$ cat src/rtl/preamble_pkg.sv
// Shared types and constants for the preamble sequencer: state encoding,
// segment lengths and the packed {I,Q} sample format.
package preamble_pkg;

  localparam int STF_LEN  = 16;
  localparam int LTF_LEN  = 64;
  localparam int SAMPLE_W = 32;

  typedef struct packed {
    logic signed [15:0] i;
    logic signed [15:0] q;
  } sample_t;

  typedef enum logic [2:0] {
    ST_IDLE   = 3'd0,
    ST_STF    = 3'd1,
    ST_LTF_GI = 3'd2,
    ST_LTF1   = 3'd3,
    ST_LTF2   = 3'd4,
    ST_DONE   = 3'd5
  } state_e;

  // Halve both components, keeping the sign (rounds toward minus infinity).
  function automatic sample_t halve_sample(input sample_t s);
    sample_t r;
    r.i = s.i >>> 1;
    r.q = s.q >>> 1;
    return r;
  endfunction

endpackage

$ cat src/rtl/preamble_window.sv
// Optional soft-start window: halves I and Q of the flagged sample.
// Only instantiated when PREAMBLE_WINDOW_EN is defined.
module preamble_window
  import preamble_pkg::*;
(
  input  logic [SAMPLE_W-1:0] sample_in,
  input  logic                halve_en,
  output logic [SAMPLE_W-1:0] sample_out
);

  always_comb begin
    sample_out = sample_in;
    if (halve_en) begin
      sample_out = halve_sample(sample_t'(sample_in));
    end
  end

endmodule

$ cat src/rtl/preamble_seq_ctrl.sv
// Preamble sequencer: streams STF repetitions, LTF guard interval and two LTF
// symbols from external ROMs. Define PREAMBLE_WINDOW_EN to halve the first STF
// and first LTF guard-interval samples.
module preamble_seq_ctrl
  import preamble_pkg::*;
#(
  parameter int STF_REPS   = 10,
  parameter int LTF_GI_LEN = 32
) (
  input  logic        clock,
  input  logic        reset,
  input  logic        start,
  input  logic        abort,
  output logic [3:0]  stf_addr,
  input  logic [31:0] stf_dout,
  output logic [5:0]  ltf_addr,
  input  logic [31:0] ltf_dout,
  output logic [31:0] sample_out,
  output logic        sample_valid,
  input  logic        sample_ready,
  output logic        busy,
  output logic        done
);

  localparam logic [15:0] STF_LAST = 16'(STF_LEN * STF_REPS - 1);
  localparam logic [15:0] GI_LAST  = 16'(LTF_GI_LEN - 1);
  localparam logic [15:0] LTF_LAST = 16'(LTF_LEN - 1);
  localparam logic [5:0]  GI_START = 6'(LTF_LEN - LTF_GI_LEN);

  state_e      state_q, state_d;
  logic [3:0]  stf_addr_q, stf_addr_d;
  logic [5:0]  ltf_addr_q, ltf_addr_d;
  logic [15:0] cnt_q, cnt_d;
  logic        drain_q, drain_d;
  logic        valid_q, valid_d;
  logic [31:0] sample_q, sample_d;

  logic        fetching;
  logic        load;
  logic        xfer;
  logic [31:0] rom_sample;
  logic [31:0] shaped_sample;

  // Addresses always point at the next sample to fetch; drain_q marks that the
  // last sample is already in the output register and only needs to transfer.
  assign fetching   = (state_q == ST_STF || state_q == ST_LTF_GI ||
                       state_q == ST_LTF1 || state_q == ST_LTF2) && !drain_q;
  assign load       = fetching && (!valid_q || sample_ready);
  assign xfer       = valid_q && sample_ready;
  assign rom_sample = (state_q == ST_STF) ? stf_dout : ltf_dout;

`ifdef PREAMBLE_WINDOW_EN
  logic first_fetch;
  assign first_fetch = (cnt_q == 16'd0) && (state_q == ST_STF || state_q == ST_LTF_GI);

  preamble_window u_window (
    .sample_in  (rom_sample),
    .halve_en   (first_fetch),
    .sample_out (shaped_sample)
  );
`else
  assign shaped_sample = rom_sample;
`endif

  always_comb begin
    state_d    = state_q;
    stf_addr_d = stf_addr_q;
    ltf_addr_d = ltf_addr_q;
    cnt_d      = cnt_q;
    drain_d    = drain_q;
    valid_d    = valid_q;
    sample_d   = sample_q;

    if (load) begin
      sample_d = shaped_sample;
      valid_d  = 1'b1;
    end

    case (state_q)
      ST_IDLE: begin
        if (start && !abort) begin
          state_d = ST_STF;
        end
      end
      ST_STF: begin
        if (load) begin
          if (cnt_q == STF_LAST) begin
            state_d    = ST_LTF_GI;
            cnt_d      = '0;
            stf_addr_d = '0;
            ltf_addr_d = GI_START;
          end else begin
            cnt_d      = cnt_q + 16'd1;
            stf_addr_d = stf_addr_q + 4'd1;
          end
        end
      end
      ST_LTF_GI: begin
        if (load) begin
          if (cnt_q == GI_LAST) begin
            state_d    = ST_LTF1;
            cnt_d      = '0;
            ltf_addr_d = '0;
          end else begin
            cnt_d      = cnt_q + 16'd1;
            ltf_addr_d = ltf_addr_q + 6'd1;
          end
        end
      end
      ST_LTF1: begin
        if (load) begin
          if (cnt_q == LTF_LAST) begin
            state_d    = ST_LTF2;
            cnt_d      = '0;
            ltf_addr_d = '0;
          end else begin
            cnt_d      = cnt_q + 16'd1;
            ltf_addr_d = ltf_addr_q + 6'd1;
          end
        end
      end
      ST_LTF2: begin
        if (load) begin
          if (cnt_q == LTF_LAST) begin
            drain_d    = 1'b1;
            cnt_d      = '0;
            ltf_addr_d = '0;
          end else begin
            cnt_d      = cnt_q + 16'd1;
            ltf_addr_d = ltf_addr_q + 6'd1;
          end
        end else if (drain_q && xfer) begin
          state_d = ST_DONE;
          valid_d = 1'b0;
          drain_d = 1'b0;
        end
      end
      ST_DONE: begin
        state_d = ST_IDLE;
      end
      default: begin
        state_d = ST_IDLE;
      end
    endcase

    // Abort wins over everything, including a transfer in the same cycle.
    if (abort && state_q != ST_IDLE) begin
      state_d    = ST_IDLE;
      stf_addr_d = '0;
      ltf_addr_d = '0;
      cnt_d      = '0;
      drain_d    = 1'b0;
      valid_d    = 1'b0;
      sample_d   = '0;
    end
  end

  always_ff @(posedge clock) begin
    if (reset) begin
      state_q    <= ST_IDLE;
      stf_addr_q <= '0;
      ltf_addr_q <= '0;
      cnt_q      <= '0;
      drain_q    <= 1'b0;
      valid_q    <= 1'b0;
      sample_q   <= '0;
    end else begin
      state_q    <= state_d;
      stf_addr_q <= stf_addr_d;
      ltf_addr_q <= ltf_addr_d;
      cnt_q      <= cnt_d;
      drain_q    <= drain_d;
      valid_q    <= valid_d;
      sample_q   <= sample_d;
    end
  end

  assign stf_addr     = stf_addr_q;
  assign ltf_addr     = ltf_addr_q;
  assign sample_out   = sample_q;
  assign sample_valid = valid_q;
  assign busy         = (state_q != ST_IDLE) && (state_q != ST_DONE);
  assign done         = (state_q == ST_DONE);

endmodule

$ cat config.mk
export PLATFORM = sky130hd
export DESIGN_NAME = preamble_seq_ctrl
export DESIGN_NICKNAME = d
export VERILOG_FILES = /design/src/rtl/preamble_pkg.sv /design/src/rtl/preamble_window.sv /design/src/rtl/preamble_seq_ctrl.sv
export SDC_FILE = /design/constraint.sdc
export NUM_CORES = 1
export LEC_CHECK = 0
export CELL_PAD_IN_SITES_DETAIL_PLACEMENT = 1
export CELL_PAD_IN_SITES_GLOBAL_PLACEMENT = 1
export CORE_UTILIZATION = 35
export CTS_CLUSTER_DIAMETER = 60
export DETAILED_ROUTE_END_ITERATION = 8
export PLACE_DENSITY = 0.95
export SLEW_MARGIN = 20
export SYNTH_ARGS = -nofsm -noshare
export SYNTH_HDL_FRONTEND = slang
export SYNTH_SLANG_ARGS = --single-unit
$ cat constraint.sdc
create_clock -name clock -period 4.6 [get_ports clock]
set_clock_uncertainty 0.15 [all_clocks]
set_input_delay 0.92 -clock clock [delete_from_list [all_inputs] [get_ports clock]]
set_output_delay 0.92 -clock clock [all_outputs]
set_load 0.01 [all_outputs]
# Yosys cells after proc, flatten, opt, wreduce, memory -nomap -nowiden
# Cells that the tools add are included.
dict set report totals {
  ram_bits 0
  regBits 63
  n_memories 0
  romBits 0
  output_inout_bits 45
  latchBits 0
}
dict set report op_classes {
  multipliers 0
  eq_ne 20
  muxes 33
  n_addsub 3
  bitwise_logic 0
  div_mod_pow 0
  n_reduce_logical 25
  shift 0
  n_lt_le_gt_ge 0
}
# operator n
set op_table {}
lappend op_table {{$mux W16} 6}
lappend op_table {{$pmux W16 S3} 1}
lappend op_table {{$mux W6} 6}
lappend op_table {{$mux W32} 1}
lappend op_table {{$mux W3} 9}
lappend op_table {{$pmux W6 S3} 1}
lappend op_table {{$add A16 B1 Y16 const B} 1}
lappend op_table {{$eq A16 B5 Y1 const B} 1}
lappend op_table {{$eq A16 B6 Y1 const B} 1}
lappend op_table {{$eq A16 B8 Y1 const B} 1}
lappend op_table {{$pmux W3 S5} 1}
lappend op_table {{$ne A2 B1 Y1 const B} 6}
lappend op_table {{$ne A2 B2 Y1 const B} 5}
lappend op_table {{$reduce_and A9 Y1} 1}
lappend op_table {{$logic_and A1 B1 Y1} 7}
lappend op_table {{$mux W1} 7}
lappend op_table {{$add A6 B1 Y6 const B} 1}
lappend op_table {{$eq A3 B2 Y1 const B} 2}
lappend op_table {{$eq A3 B3 Y1 const B} 2}
lappend op_table {{$reduce_bool A3 Y1} 2}
lappend op_table {{$reduce_and A5 Y1} 1}
lappend op_table {{$add A4 B1 Y4 const B} 1}
lappend op_table {{$logic_or A1 B1 Y1} 4}
lappend op_table {{$mux W4} 1}
lappend op_table {{9 further kinds} 12}

# Depth between registers and ports, before layout
dict set report logic_depth {
  depth_word 10
  depth_mapped 8
  ltp_nobuf 6
}

# Least setup slack after synthesis
# OpenSTA, ideal clock, no wires.
dict set report synth_timing {
  kind {input -> register}
  start {input port sample_ready}
  end {register cnt_q[15]}
  setup_slack_ps 2143
  t_required_ps 4391
  t_arrival_ps 2248
  n_path_buf 0
  path_stages 5
  cell_sequence {or2b_2 nand4_1 or3_1 or4_1 nand2_1}
}
dict set report synth_via {
  elab_chain_cells 4
  word_cells_on_any_way 6
}
# element line_no
set synth_rtl {}
lappend synth_rtl {{start: declaration} preamble_seq_ctrl.sv:20} ;# input logic sample_ready,
lappend synth_rtl {{$logic_or A1 B1 Y1 *} preamble_seq_ctrl.sv:48} ;# assign load = fetching && (!valid_q || sample_ready);
lappend synth_rtl {{$logic_and A1 B1 Y1 *} preamble_seq_ctrl.sv:48}
lappend synth_rtl {{$ne A2 B1 Y1 (no source line) or $ne A2 B2 Y1 (tied branches)} --}
lappend synth_rtl {{$reduce_and A4 Y1 (no source line) *} --}
lappend synth_rtl {{end signal: assignment} preamble_seq_ctrl.sv:171} ;# cnt_q <= cnt_d;
lappend synth_rtl {{end: declaration} preamble_seq_ctrl.sv:33} ;# logic [15:0] cnt_q, cnt_d;
# Mark *: on every way between the ends. The rest lies on a longest branch, timed or not.
# A chain may end at the register's enable or synchronous reset.

# Final worst setup path
dict set report layout_timing {
  start {input port sample_ready}
  end {register cnt_q[3]}
}
# Same word-level chain as after synthesis.

==> impl_metrics.json <==
{
  "status": "complete, no violations",
  "cp.arrival_ns": 3.25,
  "overflow": 0,
  "slew-limit-headroom_pct": 40.9,
  "cts_buffer_depth": 2,
  "ios": 114,
  "rows": 34,
  "antennaDiodeCount": 0,
  "cts_max_level": 3,
  "clk_latency_ns": 0.35,
  "syn_area_per_cell_um2": 9.09,
  "cts_tree": "built",
  "fin_ws_ns": 1.41,
  "leakage_uw": 0.00157,
  "layout_common_cells": "clkdlybuf4s50_1 (113), dfxtp_1 (63), nor2_1 (55)",
  "hold_end": "sample_out[28]",
  "r2r-start": "cnt_q[0]",
  "rr_worst_depth": 6,
  "fin_crit_sh_pct": 69.3,
  "cp-end-kind": "flip-flop",
  "ys_seq_area_share_pct": 39.9,
  "reg2reg_to": "cnt_q[5]",
  "holdPathStages": 2,
  "rsz0062_at_grt": "false",
  "gp_congestion": 0.842,
  "antenna_found_initial": 0,
  "area_growth_pct": 44.1,
  "die_area_um2": 9420,
  "fin_crit_ns": 3.19,
  "place_hpwl_mm": 7.92,
  "syn_inst": 348,
  "clk_root_buffer_cell": "clkbuf_8",
  "synth_ff_type": "dfxtp_1",
  "grt_pass1_wl_mm": 18.6,
  "dieHeight_um": 97.1,
  "clock-sinks": 63,
  "post_drt_wl_per_cell_um": 20.5,
  "syn_nets": 420,
  "maxCapViolations": 0,
  "wl_mm": 11.6,
  "dr.pass1.iters": 4,
  "post_cts.repair.setup_buffers": 0,
  "fp.dieW_um": 97.1,
  "async_flop_share_pct": 0,
  "stdcell_count": 565,
  "setup_viol_count_final": 0,
  "postCtsHoldBufs": 0,
  "pre_cts_slack_ns": 1.12,
  "drtAntennaViolNets": 0,
  "reg2reg_slack_ns": 1.61,
  "p_per_area_nw_per_um2": 423,
  "cts_resized": 0,
  "final_nets": 524,
  "worst_slew_pin_slew_ns": 0.885,
  "finalPower_uw": 1930,
  "max_freq_mhz": 313,
  "yosysUniqueCellTypes": 54,
  "synth_enable_flop_cells": 0,
  "cp_max_fo": 49,
  "cp_num_buf_inv": 2,
  "yosysWarnings": 0,
  "slew_violations": 0,
  "critPathLaunchType": "input pin",
  "worstPathCellList": "clkdlybuf4s50_1 -> or2b_2 -> and4_2 -> buf_4 -> nand4_1 -> xor2_1 -> nor2_1",
  "ir_worst_vdd_mv": 0.240,
  "synth_area_um2": 3160,
  "drc_errors": 0,
  "min_path_type": "reg -> reg",
  "hold_slack_ns": 0.359,
  "crit_type": "in -> reg",
  "dp_cells": 549,
  "io_buffers": 113,
  "avgViaCountPerCell": 5.88,
  "core_area_um2": 8720,
  "cp_slowest_cell": "and4_2",
  "grt_pass1_vias": 3574,
  "hold_violations": 0,
  "drive_gt1_share_pct": 8.32,
  "n_fill_cell": 950,
  "tns_ns": 0,
  "ys_seq_elements": 63,
  "critPathTopFamily": "simple AND/OR/NAND/NOR gates",
  "worstPathRequired_ns": 4.66,
  "hold_start": "sample_out[28]",
  "cts_made_buffers": 9,
  "critical_path.max_stage_delay_ns": 0.62,
  "num_vias": 3325,
  "final_common_cell": "clkdlybuf4s50_1",
  "grtUsageTotal_pct": 25.0,
  "first_iter_violations": 219,
  "clkSlewWorstSetupHoldPaths_ns": 0.08,
  "start_util_pct": 36.3,
  "grt_max_degree": 59
}
report_power, final:
part / switching, uW / internal (uW)
Clock: 232 / 264
Combinational: 386 / 340
Sequential: 71.7 / 636
Total: 690 / 1240
flip-flops by register name, summed over array words and instances (netlist names):
name and count:
cnt_q 16, drain_q 1, ltf_addr 6, sample_out 32
sample_valid 1, state_q 3, stf_addr 4
stage by stage:
stage               util [%]  cell area, um2
floorplan                  -            3160
finish                  52.3            4560
global placement        49.9            4350
CTS                     52.2            4550
global route            52.3            4560
detailed placement      49.9            4350
routing by layer:
layer  vias to the layer above  GRT usage, %  share of wire, %
met5                         -             0                 0
met1                      1627          26.4                37
li1                       1511             -                 -
met4                         0          10.7               3.1
met2                       154          44.0                52
met3                        33          9.57               8.2
cell usage after synthesis (4+ instances only):
cell type / number / share of area [%]
dfxtp_1: 63 / 40
nor2_1: 55 / 6.5
a211oi_1: 32 / 7.6
mux2i_1: 32 / 10
nand2_1: 16 / 1.9
clkbuf_1: 13 / 1.5
nand3_1: 13 / 2.1
a21oi_1: 9 / 1.4
nand4_1: 9 / 1.8
a31oi_1: 6 / 1.2
o21ai_0: 6 / 0.95
xor2_1: 6 / 1.7
xnor2_1: 5 / 1.4
a32oi_1: 4 / 1.1
and3_1: 4 / 0.79
buf_1: 4 / 0.47
buf_2: 4 / 0.63
nor4_1: 4 / 0.79
worst register-to-register path, stage by stage, from the launching register on:
cell and delay (ns):
dfxtp_1 0.41, ha_1 0.33, or3b_2 0.54, nor4_1 0.52
o22ai_2 0.32, o31ai_2 0.43, nor2_1 0.14
logic make-up (layout without fill, tap and decap cells):
| family | Yosys count | in the layout | synth area share (%) |
|---|---|---|---|
| buffers and inverters | 26 | 135 | 3.72 |
| XOR/XNOR | 11 | 11 | 3.05 |
| multiplexers | 32 | 32 | 10.1 |
| adder cells (fa/ha/maj) | 3 | 3 | 1.19 |
| AND/OR/NAND/NOR | 136 | 136 | 23.3 |
| flip-flops | 63 | 63 | 39.9 |
| AO/OA/AOI/OAI | 77 | 77 | 18.8 |
final cells by class:
cell class / count / area, um2 / share of cell area (%)
Multi-Input combinational cell: 259 / 1800 / 39.4
Sequential cell: 63 / 1260 / 27.7
Timing Repair Buffer: 116 / 1150 / 25.3
Clock buffer: 11 / 141 / 3.10
Tap cell: 108 / 135 / 2.96
Clock inverter: 5 / 57.6 / 1.26
Inverter: 3 / 11.3 / 0.247
worst max-delay path by stage:
stage,cells past startpoint,startpoint,to
4_1_cts,7,sample_ready,cnt_q[4]
3_3_place_gp,7,sample_ready,cnt_q[10]
2_1_floorplan,5,sample_ready,cnt_q[15]
3_5_place_dp,7,sample_ready,cnt_q[4]
6_report,7,sample_ready,cnt_q[3]
5_1_grt,7,sample_ready,cnt_q[3]
Power figures use the tool's default switching activity.
